===== config.mk =====
export PLATFORM = sky130hd
export DESIGN_NAME = gumnut_fetch_unit
export DESIGN_NICKNAME = d
export VERILOG_FILES = /design/src/rtl/gumnut_fetch_unit.sv
export SDC_FILE = /design/constraint.sdc
export NUM_CORES = 1
export LEC_CHECK = 0
export CORE_MARGIN = 4
export CORE_UTILIZATION = 50
export DETAILED_ROUTE_END_ITERATION = 8
export PLACE_DENSITY = 0.79
export SYNTH_ARGS = -nofsm -noshare
export SYNTH_HDL_FRONTEND = slang
export SYNTH_SLANG_ARGS = --single-unit

===== constraint.sdc =====
create_clock -name clk_i -period 4.2 [get_ports clk_i]
set_clock_uncertainty 0.05 [all_clocks]
set_input_delay 0.84 -clock clk_i [delete_from_list [all_inputs] [get_ports clk_i]]
set_output_delay 0.84 -clock clk_i [all_outputs]
set_load 0.005 [all_outputs]

===== src/rtl/gumnut_fetch_unit.sv =====
// gumnut_fetch_unit: owns the PC, runs the cyc/stb/ack instruction fetch and latches IR,
// applying jump/call/ret/int/reti redirects through an internal return-address stack.
module gumnut_fetch_unit #(
    parameter int              PC_W         = 12,
    parameter int              IR_W         = 18,
    parameter logic [PC_W-1:0] RESET_VECTOR = 12'h000,
    parameter logic [PC_W-1:0] INT_VECTOR   = 12'h001,
    parameter int              STACK_DEPTH  = 8
) (
    input  logic            clk_i,
    input  logic            rst_i,
    input  logic            fetch_en_i,
    output logic            inst_cyc_o,
    output logic            inst_stb_o,
    output logic [PC_W-1:0] inst_adr_o,
    input  logic [IR_W-1:0] inst_dat_i,
    input  logic            inst_ack_i,
    output logic [IR_W-1:0] IR_o,
    output logic [PC_W-1:0] ir_pc_o,
    output logic [PC_W-1:0] pc_o,
    input  logic            jump_i,
    input  logic            call_i,
    input  logic            ret_i,
    input  logic            int_i,
    input  logic            reti_i,
    input  logic [PC_W-1:0] target_i,
    output logic            busy_o,
    output logic            cmd_err_o,
    output logic            stack_ovf_o,
    output logic            stack_unf_o
);
    localparam int SP_W = $clog2(STACK_DEPTH);

    typedef enum logic {IDLE, BUS} state_t;

    state_t          state_q, state_d;
    logic [PC_W-1:0] pc_q, pc_d, adr_q, adr_d, ir_pc_q, ir_pc_d;
    logic [IR_W-1:0] ir_q, ir_d;
    logic [SP_W:0]   sp_q, sp_d, sp_m1;
    logic [PC_W-1:0] stack_q [STACK_DEPTH];
    logic [PC_W-1:0] stack_d [STACK_DEPTH];
    logic            err_q, err_d, ovf_q, ovf_d, unf_q, unf_d;
    logic            any_cmd, push, pop, full, empty;

    assign any_cmd = jump_i | call_i | ret_i | int_i | reti_i;
    assign full    = sp_q == (SP_W+1)'(STACK_DEPTH);
    assign empty   = sp_q == '0;
    assign sp_m1   = sp_q - (SP_W+1)'(1);

    always_comb begin
        state_d = state_q;
        pc_d    = pc_q;
        adr_d   = adr_q;
        ir_d    = ir_q;
        ir_pc_d = ir_pc_q;
        sp_d    = sp_q;
        stack_d = stack_q;
        err_d   = 1'b0;
        ovf_d   = ovf_q;
        unf_d   = unf_q;
        push    = 1'b0;
        pop     = 1'b0;
        if (state_q == BUS) begin
            err_d = any_cmd;
            if (inst_ack_i) begin
                ir_d    = inst_dat_i;
                ir_pc_d = adr_q;
                pc_d    = pc_q + PC_W'(1);
                state_d = IDLE;
            end
        end else if (any_cmd) begin
            // Commands take priority over starting a fetch; only the highest one acts.
            push = int_i | call_i;
            pop  = !push && !jump_i;
            pc_d = int_i ? INT_VECTOR :
                   (call_i | jump_i) ? target_i :
                   empty ? '0 : stack_q[sp_m1[SP_W-1:0]];
            if (push && full) ovf_d = 1'b1;
            if (push && !full) begin
                stack_d[sp_q[SP_W-1:0]] = pc_q;
                sp_d = sp_q + (SP_W+1)'(1);
            end
            if (pop && empty) unf_d = 1'b1;
            if (pop && !empty) sp_d = sp_m1;
        end else if (fetch_en_i) begin
            state_d = BUS;
            adr_d   = pc_q;
        end
    end

    always_ff @(posedge clk_i) begin
        if (rst_i) begin
            state_q <= IDLE;
            pc_q    <= RESET_VECTOR;
            adr_q   <= '0;
            ir_q    <= '0;
            ir_pc_q <= '0;
            sp_q    <= '0;
            err_q   <= 1'b0;
            ovf_q   <= 1'b0;
            unf_q   <= 1'b0;
        end else begin
            state_q <= state_d;
            pc_q    <= pc_d;
            adr_q   <= adr_d;
            ir_q    <= ir_d;
            ir_pc_q <= ir_pc_d;
            sp_q    <= sp_d;
            err_q   <= err_d;
            ovf_q   <= ovf_d;
            unf_q   <= unf_d;
        end
    end

    // Entries above the stack pointer are don't-care, so the storage needs no reset.
    always_ff @(posedge clk_i) begin
        stack_q <= stack_d;
    end

    assign inst_cyc_o  = state_q == BUS;
    assign inst_stb_o  = state_q == BUS;
    assign busy_o      = state_q == BUS;
    assign inst_adr_o  = adr_q;
    assign IR_o        = ir_q;
    assign ir_pc_o     = ir_pc_q;
    assign pc_o        = pc_q;
    assign cmd_err_o   = err_q;
    assign stack_ovf_o = ovf_q;
    assign stack_unf_o = unf_q;
endmodule

Word level (Yosys, flattened, before mapping):

Cells that the tools add are included.

* add/sub/neg operators: 3
* reductions and logical operators: 21
* magnitude comparators: 3
* eq/ne operators: 2
* muxes and demuxes: 18
* bitwise gates (word level): 9

Operator list (count)
* 12-bit 2-to-1 mux: 9
* 96-bit bitwise mux: 1
* 12-bit binary-select mux with 3-bit select: 1
* 12-bit demux with 3-bit select: 1
* 3-bit AND reduction: 5
* 12-bit by 1-bit adder with 12-bit output, second input constant: 1
* 4-bit >= comparator, second input constant: 2
* 4-bit 2-to-1 mux: 2
* 3-bit inverter with 4-bit output: 2
* 1-bit logical AND: 6
* 1-bit bitwise OR: 5
* 4-bit by 1-bit adder with 4-bit output, second input constant: 1
* 4-bit == test, second input constant: 1
* 1-bit logical NOT: 4
* 4-bit logical NOT: 1
* 4-bit by 1-bit < comparator with 1-bit output, second input constant: 1
* 1-bit 2-to-1 mux: 4
* 2-bit AND reduction: 2
* 2-bit nonzero test: 2
* 4-bit by 1-bit subtractor with 4-bit output, second input constant: 1
* 2-bit inequality test, second input constant: 1
* 1-bit inverter: 2
* 2-bit OR reduction: 1

* bits in registers: 158
* output and inout port bits: 60

Logic depth before layout (Yosys ltp):

* depth in word-level cells: 10
* gate-level depth with buffers: 11
* depth with buffers taken out: 7

Worst setup path before layout:

No wires, ideal clock.

* kind: register -> register
* from: register sp_q[0]
* to: register stack_q[72] (netlist bit), enable pin
* arrival time: 2539 ps
* required time: 3754 ps
* period minus slack after synthesis: 2985 ps
* cell stages (with the launch flop): 9
* library setup time: 396 ps
* slack: 1215 ps
* path buffers: 2
* cell sequence: dfxtp_1 -> buf_2 -> buf_2 -> inv_2 -> ha_1 -> and3b_1 -> nor3_1 -> nand2_1 -> nor3_1

* longest elaborated chain between the ends: 4

RTL lines
* start: declaration: RTL line 39 `logic [SP_W:0] sp_q, sp_d, sp_m1;`
* start signal: assignment: RTL line 108 `sp_q <= sp_d;`
* 4-bit == test: RTL line 46 `assign full = sp_q == (SP_W+1)'(STACK_DEPTH);`
* 1-bit logical NOT: RTL line 79 `if (push && !full) begin`
* 1-bit logical AND: RTL line 79
* 3-bit AND reduction (no line)
* end signal: assignment: RTL line 117 `stack_q <= stack_d;`
* end: declaration: RTL line 40 `logic [PC_W-1:0] stack_q [STACK_DEPTH];`

No other way between the ends.
A chain may end at the register's enable or synchronous reset.

Final worst setup path:

* from: register sp_q[1]
* to: register pc_q[4] (netlist: pc_o[4])

* longest elaborated chain between the ends: 10
* elaborated cells on any way between the ends: 11

RTL lines
* 4-bit by 1-bit subtractor with 4-bit output: RTL line 48 `assign sp_m1 = sp_q - (SP_W+1)'(1);`
* 3-bit inverter with 4-bit output (implied by the code): RTL line 77 `empty ? '0 : stack_q[sp_m1[SP_W-1:0]];`
* 12-bit binary-select mux with 3-bit select: RTL line 77
* 12-bit 2-to-1 mux (implied by the code) (2 in series): RTL line 77
* 12-bit 2-to-1 mux (*): RTL line 77
* 12-bit 2-to-1 mux (*): RTL line 76 `(call_i | jump_i) ? target_i :`
* 12-bit 2-to-1 mux (*): RTL line 75 `pc_d = int_i ? INT_VECTOR :`
* 12-bit 2-to-1 mux (*): RTL line 71 `end else if (any_cmd) begin`
* 12-bit 2-to-1 mux (*): RTL line 63 `if (state_q == BUS) begin`
* end signal: assignment: RTL line 104 `pc_q <= pc_d;`
* end: declaration: RTL line 37 `logic [PC_W-1:0] pc_q, pc_d, adr_q, adr_d, ir_pc_q, ir_pc_d;`

Mark *: on every way between the ends. The rest lies on a longest branch, timed or not. The select of a mux whose other input is x is not followed.

==> impl.org <==
** Outcome
- Result of the run :: finished clean

** Global route
- Entering global routing, the biggest net connects 63 pins.
- Summed over all layers, the global routing overflow is 0.
- Vias in the first global route :: 4649
- Total routing resource utilization after global routing :: 0.223
- Initial antenna violation count :: 0
- Global-route wire length before repair :: 24900 um

** Yosys
- In this run, synthesis inferred 96 flip-flops with an integrated enable.
- Most frequent cell after synthesis :: sky130_fd_sc_hd__edfxtp_1
- Cell variety after synth :: 55
- Proportion of register bits with asynchronous set or reset after synthesis :: 0
- Average cell area after synthesis :: 12.6 um2
- Of the total synthesized cell area, the portion taken by full adders, half adders and majority gates is 0.00775.
- Yosys warning count :: 0
- Largest family of logic cells by synthesized area :: simple AND/OR/NAND/NOR gates
- Counting flops and latches in the post-synthesis netlist gives 158.
- Yosys attributes the largest share of cell area to sky130_fd_sc_hd__edfxtp_1, sky130_fd_sc_hd__dfxtp_1, sky130_fd_sc_hd__nand2_1, sky130_fd_sc_hd__mux4_2, sky130_fd_sc_hd__a21oi_1.
- The share of synthesized area in the top cell type comes to 0.446.
- The number of nets in the synthesized netlist is 555.
- Of the total synthesized cell area, the portion taken by AND, OR, NAND and NOR gates is 0.125.
- Mux contribution to synthesized area :: 0.107
- Most area-hungry cell type in the Yosys netlist :: sky130_fd_sc_hd__edfxtp_1
- After synthesis, the most frequently instantiated cells are sky130_fd_sc_hd__edfxtp_1, sky130_fd_sc_hd__nand2_1, sky130_fd_sc_hd__dfxtp_1.
- Seq/Total Area, Yosys :: 0.639
- Among all flip-flop cells after synthesis, the most frequent one is sky130_fd_sc_hd__edfxtp_1.
- Of the total synthesized cell area, the portion taken by XOR and XNOR cells is 0.0110.
- Compound-gate portion of the synthesized area :: 0.0860
- Counting every instance in the synthesized netlist gives 512.
- In this run the cell area of the synthesized design comes to 0.00646 mm2.

** Worst setup path
- Worst r2r path cells :: 7
- The critical path is of the reg -> reg type.
- In this run the worst path has a maximum fanout of 17.
- On the critical path, the stage with the largest delay is an instance of sky130_fd_sc_hd__mux4_1.
- Data on the critical path is required at its endpoint by 4.40 ns.
- The worst setup path is launched from a register.
- Kind of end point of the critical path :: register
- The critical path goes through inv_1, ha_1, xor2_4, mux4_1, mux2_2, a221oi_2, nor3_1.
- For this run, the slowest stage of the critical path takes 0.66 ns.
- Arrival time of the worst setup path :: 3.16 ns

** Clock tree
- For this design, the CTS-stage hold fixing added 0 buffers.
- Maximum buffer depth of the clock tree :: 2
- CTS tree :: yes
- Clock-pin slew on the worst setup and hold paths :: 0.06 ns
- Post-CTS resize count :: 0
- Setup bufs post-CTS :: 0
- Clock net sink count :: 158
- Total number of H-tree levels :: 4
- Clk Latency, worst-skew pair :: 0.42 ns
- Counting the buffers created by CTS gives 17.
- CTS placed an instance of sky130_fd_sc_hd__clkbuf_16 at the clock tree root.

** Detailed routing
- In this run, the number of DRC markers left after iteration 0 of detailed routing was 454.
- DRT antenna net count :: 0
- Via count :: 4627
- Post-detailed-route via-to-cell ratio :: 5.78
- For this run, design rule violations remaining after detail routing come to 0.
- Final wirelength :: 16300 um
- In the final routed layout, each cell accounts on average for 20.3 um.
- The first TritonRoute pass finished after 5 iterations.

** Min path
- The min-delay analysis places its worst path in the category reg -> reg.
- Worst Hold Path Cells :: 2

** Die
- The core region is 0.0126 mm2.
- Boundary pin count :: 99
- Area enclosed by the die boundary :: 0.0148 mm2
- Number of core rows :: 41
- The initial utilization of the core area, before any placement, comes to 0.512.
- The floorplan step set the die width to 122 um.
- Overall die height :: 122 um

** Power and ir drop
- For this design the static power due to leakage is 2.94 nW.
- In this run the power density over the cells is 504 mW/mm2.
- The design draws 4.20 mW.
- Across the VDD grid, the largest voltage drop is 0.000302 V.

** Run
- Max-cap check violation count :: 0

** STA
- Worst max-slew margin expressed relative to the limit :: 0.220
- The max-slew violation count was 0.
- Final Critical Period :: 2.96 ns
- Worst hold slack across all endpoints :: 0.406 ns
- Of the available clock period, the critical path in the final layout requires 0.704.
- Setup repair after global routing left no endpoint under its margin.
- The number of hold violations in the final report is 0.
- Achievable frequency :: 338 MHz
- Setup violations remaining at the end of the flow were counted as 0.
- Slew @ Worst Pin :: 1.17 ns
- After layout, the worst setup slack is 1.24 ns.
- After routing, the total negative slack on setup checks comes to 0 ns.

** Final layout
- 0 antenna diodes ended up in the layout.
- Of the cells placed in the final design, the portion with a size suffix greater than 1 is 0.118.
- After the flow finishes, the layout carries non-filler instances totaling 800.
- The finished cells cover 0.00833 mm2.
- Synthesis-to-layout area growth :: 29.1%
- Nets :: 658
- Final core utilization :: 0.660

** Placed design
- At the end of routability-driven placement, the weighted congestion stood at 0.873.
- After legalization and detailed placement, the total HPWL measured 10700 um.
- Setup Slack @ Placement :: 1.11 ns
- Placed Cells :: 768
- Instance area at placement :: 0.00763 mm2
- The count of buffers added on input and output ports is 98.
[final timing paths]
| path | from | to | slack, ns |
|---|---|---|---|
| max | sp_q[1] | pc_o[4] | 1.24 |
| min | ir_pc_o[4] | ir_pc_o[4] | 0.41 |
| min reg2reg | ir_pc_o[4] | ir_pc_o[4] | 0.41 |
| max reg2reg | sp_q[1] | pc_o[4] | 1.24 |
[report_power, final]
part | internal [mW] | total [mW] | switching [mW]
registers | 1.74 | 1.79 | 0.0540
clock network | 1.23 | 1.82 | 0.587
logic | 0.271 | 0.589 | 0.319
total | 3.24 | 4.20 | 0.959
[cell type report]
class	instances	area (um2)
tap	172	215
timing repair buffer	115	1100
multi-input combinational	319	2180
fill	920	4290
clock buffer	20	437
sequential	158	4120
inverter	4	15.0
clock inverter	12	264
[state kept, by name, indices dropped and copies added, names as in the netlist]
| name | count |
|---|---|
| stack_q | 96 |
| IR_o | 18 |
| inst_adr_o | 12 |
| ir_pc_o | 12 |
| pc_o | 12 |
| sp_q | 4 |
| busy_o | 1 |
| cmd_err_o | 1 |
| stack_ovf_o | 1 |
| stack_unf_o | 1 |
[worst max-delay path, delay by kind of cell (launching register included)]
| family | cells | cell delay (ns) |
|---|---|---|
| adders and majority gates | 1 | 0.30 |
| buffers and inverters | 1 | 0.13 |
| AOI/OAI and AO/OA | 1 | 0.24 |
| xor gates and xnor gates | 1 | 0.58 |
| and+or+nand+nor | 1 | 0.07 |
| DFF | 1 | 0.45 |
| muxes | 2 | 0.97 |
[cell families (layout without fill, tap and decap cells)]
family | count (synthesis) | after routing
AO/OA/AOI/OAI | 85 | 85
XOR/XNOR | 6 | 6
adder cells (fa/ha/maj) | 4 | 4
buffers and inverters | 35 | 151
flip-flops | 158 | 158
multiplexers | 41 | 41
AND/OR/NAND/NOR | 183 | 183
[layout by cell type (no fill, tap or decap), types with 6 or more instances in the layout]
master | netlist | routed
sky130_fd_sc_hd__clkdlybuf4s50_1 | 0 | 97
sky130_fd_sc_hd__edfxtp_1 | 96 | 96
sky130_fd_sc_hd__nand2_1 | 90 | 90
sky130_fd_sc_hd__dfxtp_1 | 62 | 62
sky130_fd_sc_hd__nor2_1 | 39 | 39
sky130_fd_sc_hd__a21oi_1 | 38 | 38
sky130_fd_sc_hd__clkbuf_16 | 0 | 17
sky130_fd_sc_hd__buf_4 | 2 | 17
sky130_fd_sc_hd__mux2i_1 | 16 | 16
sky130_fd_sc_hd__mux4_2 | 14 | 14
sky130_fd_sc_hd__nand3_1 | 13 | 13
sky130_fd_sc_hd__nor3_1 | 10 | 10
sky130_fd_sc_hd__a31oi_1 | 9 | 9
sky130_fd_sc_hd__bufinv_16 | 0 | 8
sky130_fd_sc_hd__o21ai_0 | 7 | 7
sky130_fd_sc_hd__mux4_1 | 6 | 6
sky130_fd_sc_hd__nor2b_1 | 6 | 6
[per-layer routing]
| metal | track usage | vias up | part of all wire | wire length, um |
|---|---|---|---|---|
| met5 | 0 | - | 0 | 0 |
| met4 | 0.0882 | 0 | 0.027 | 441 |
| met3 | 0.0497 | 39 | 0.065 | 1060 |
| met2 | 0.361 | 214 | 0.50 | 8110 |
| met1 | 0.294 | 2266 | 0.41 | 6660 |
| li1 | - | 2108 | - | - |
(Power assumes the default switching activity.)
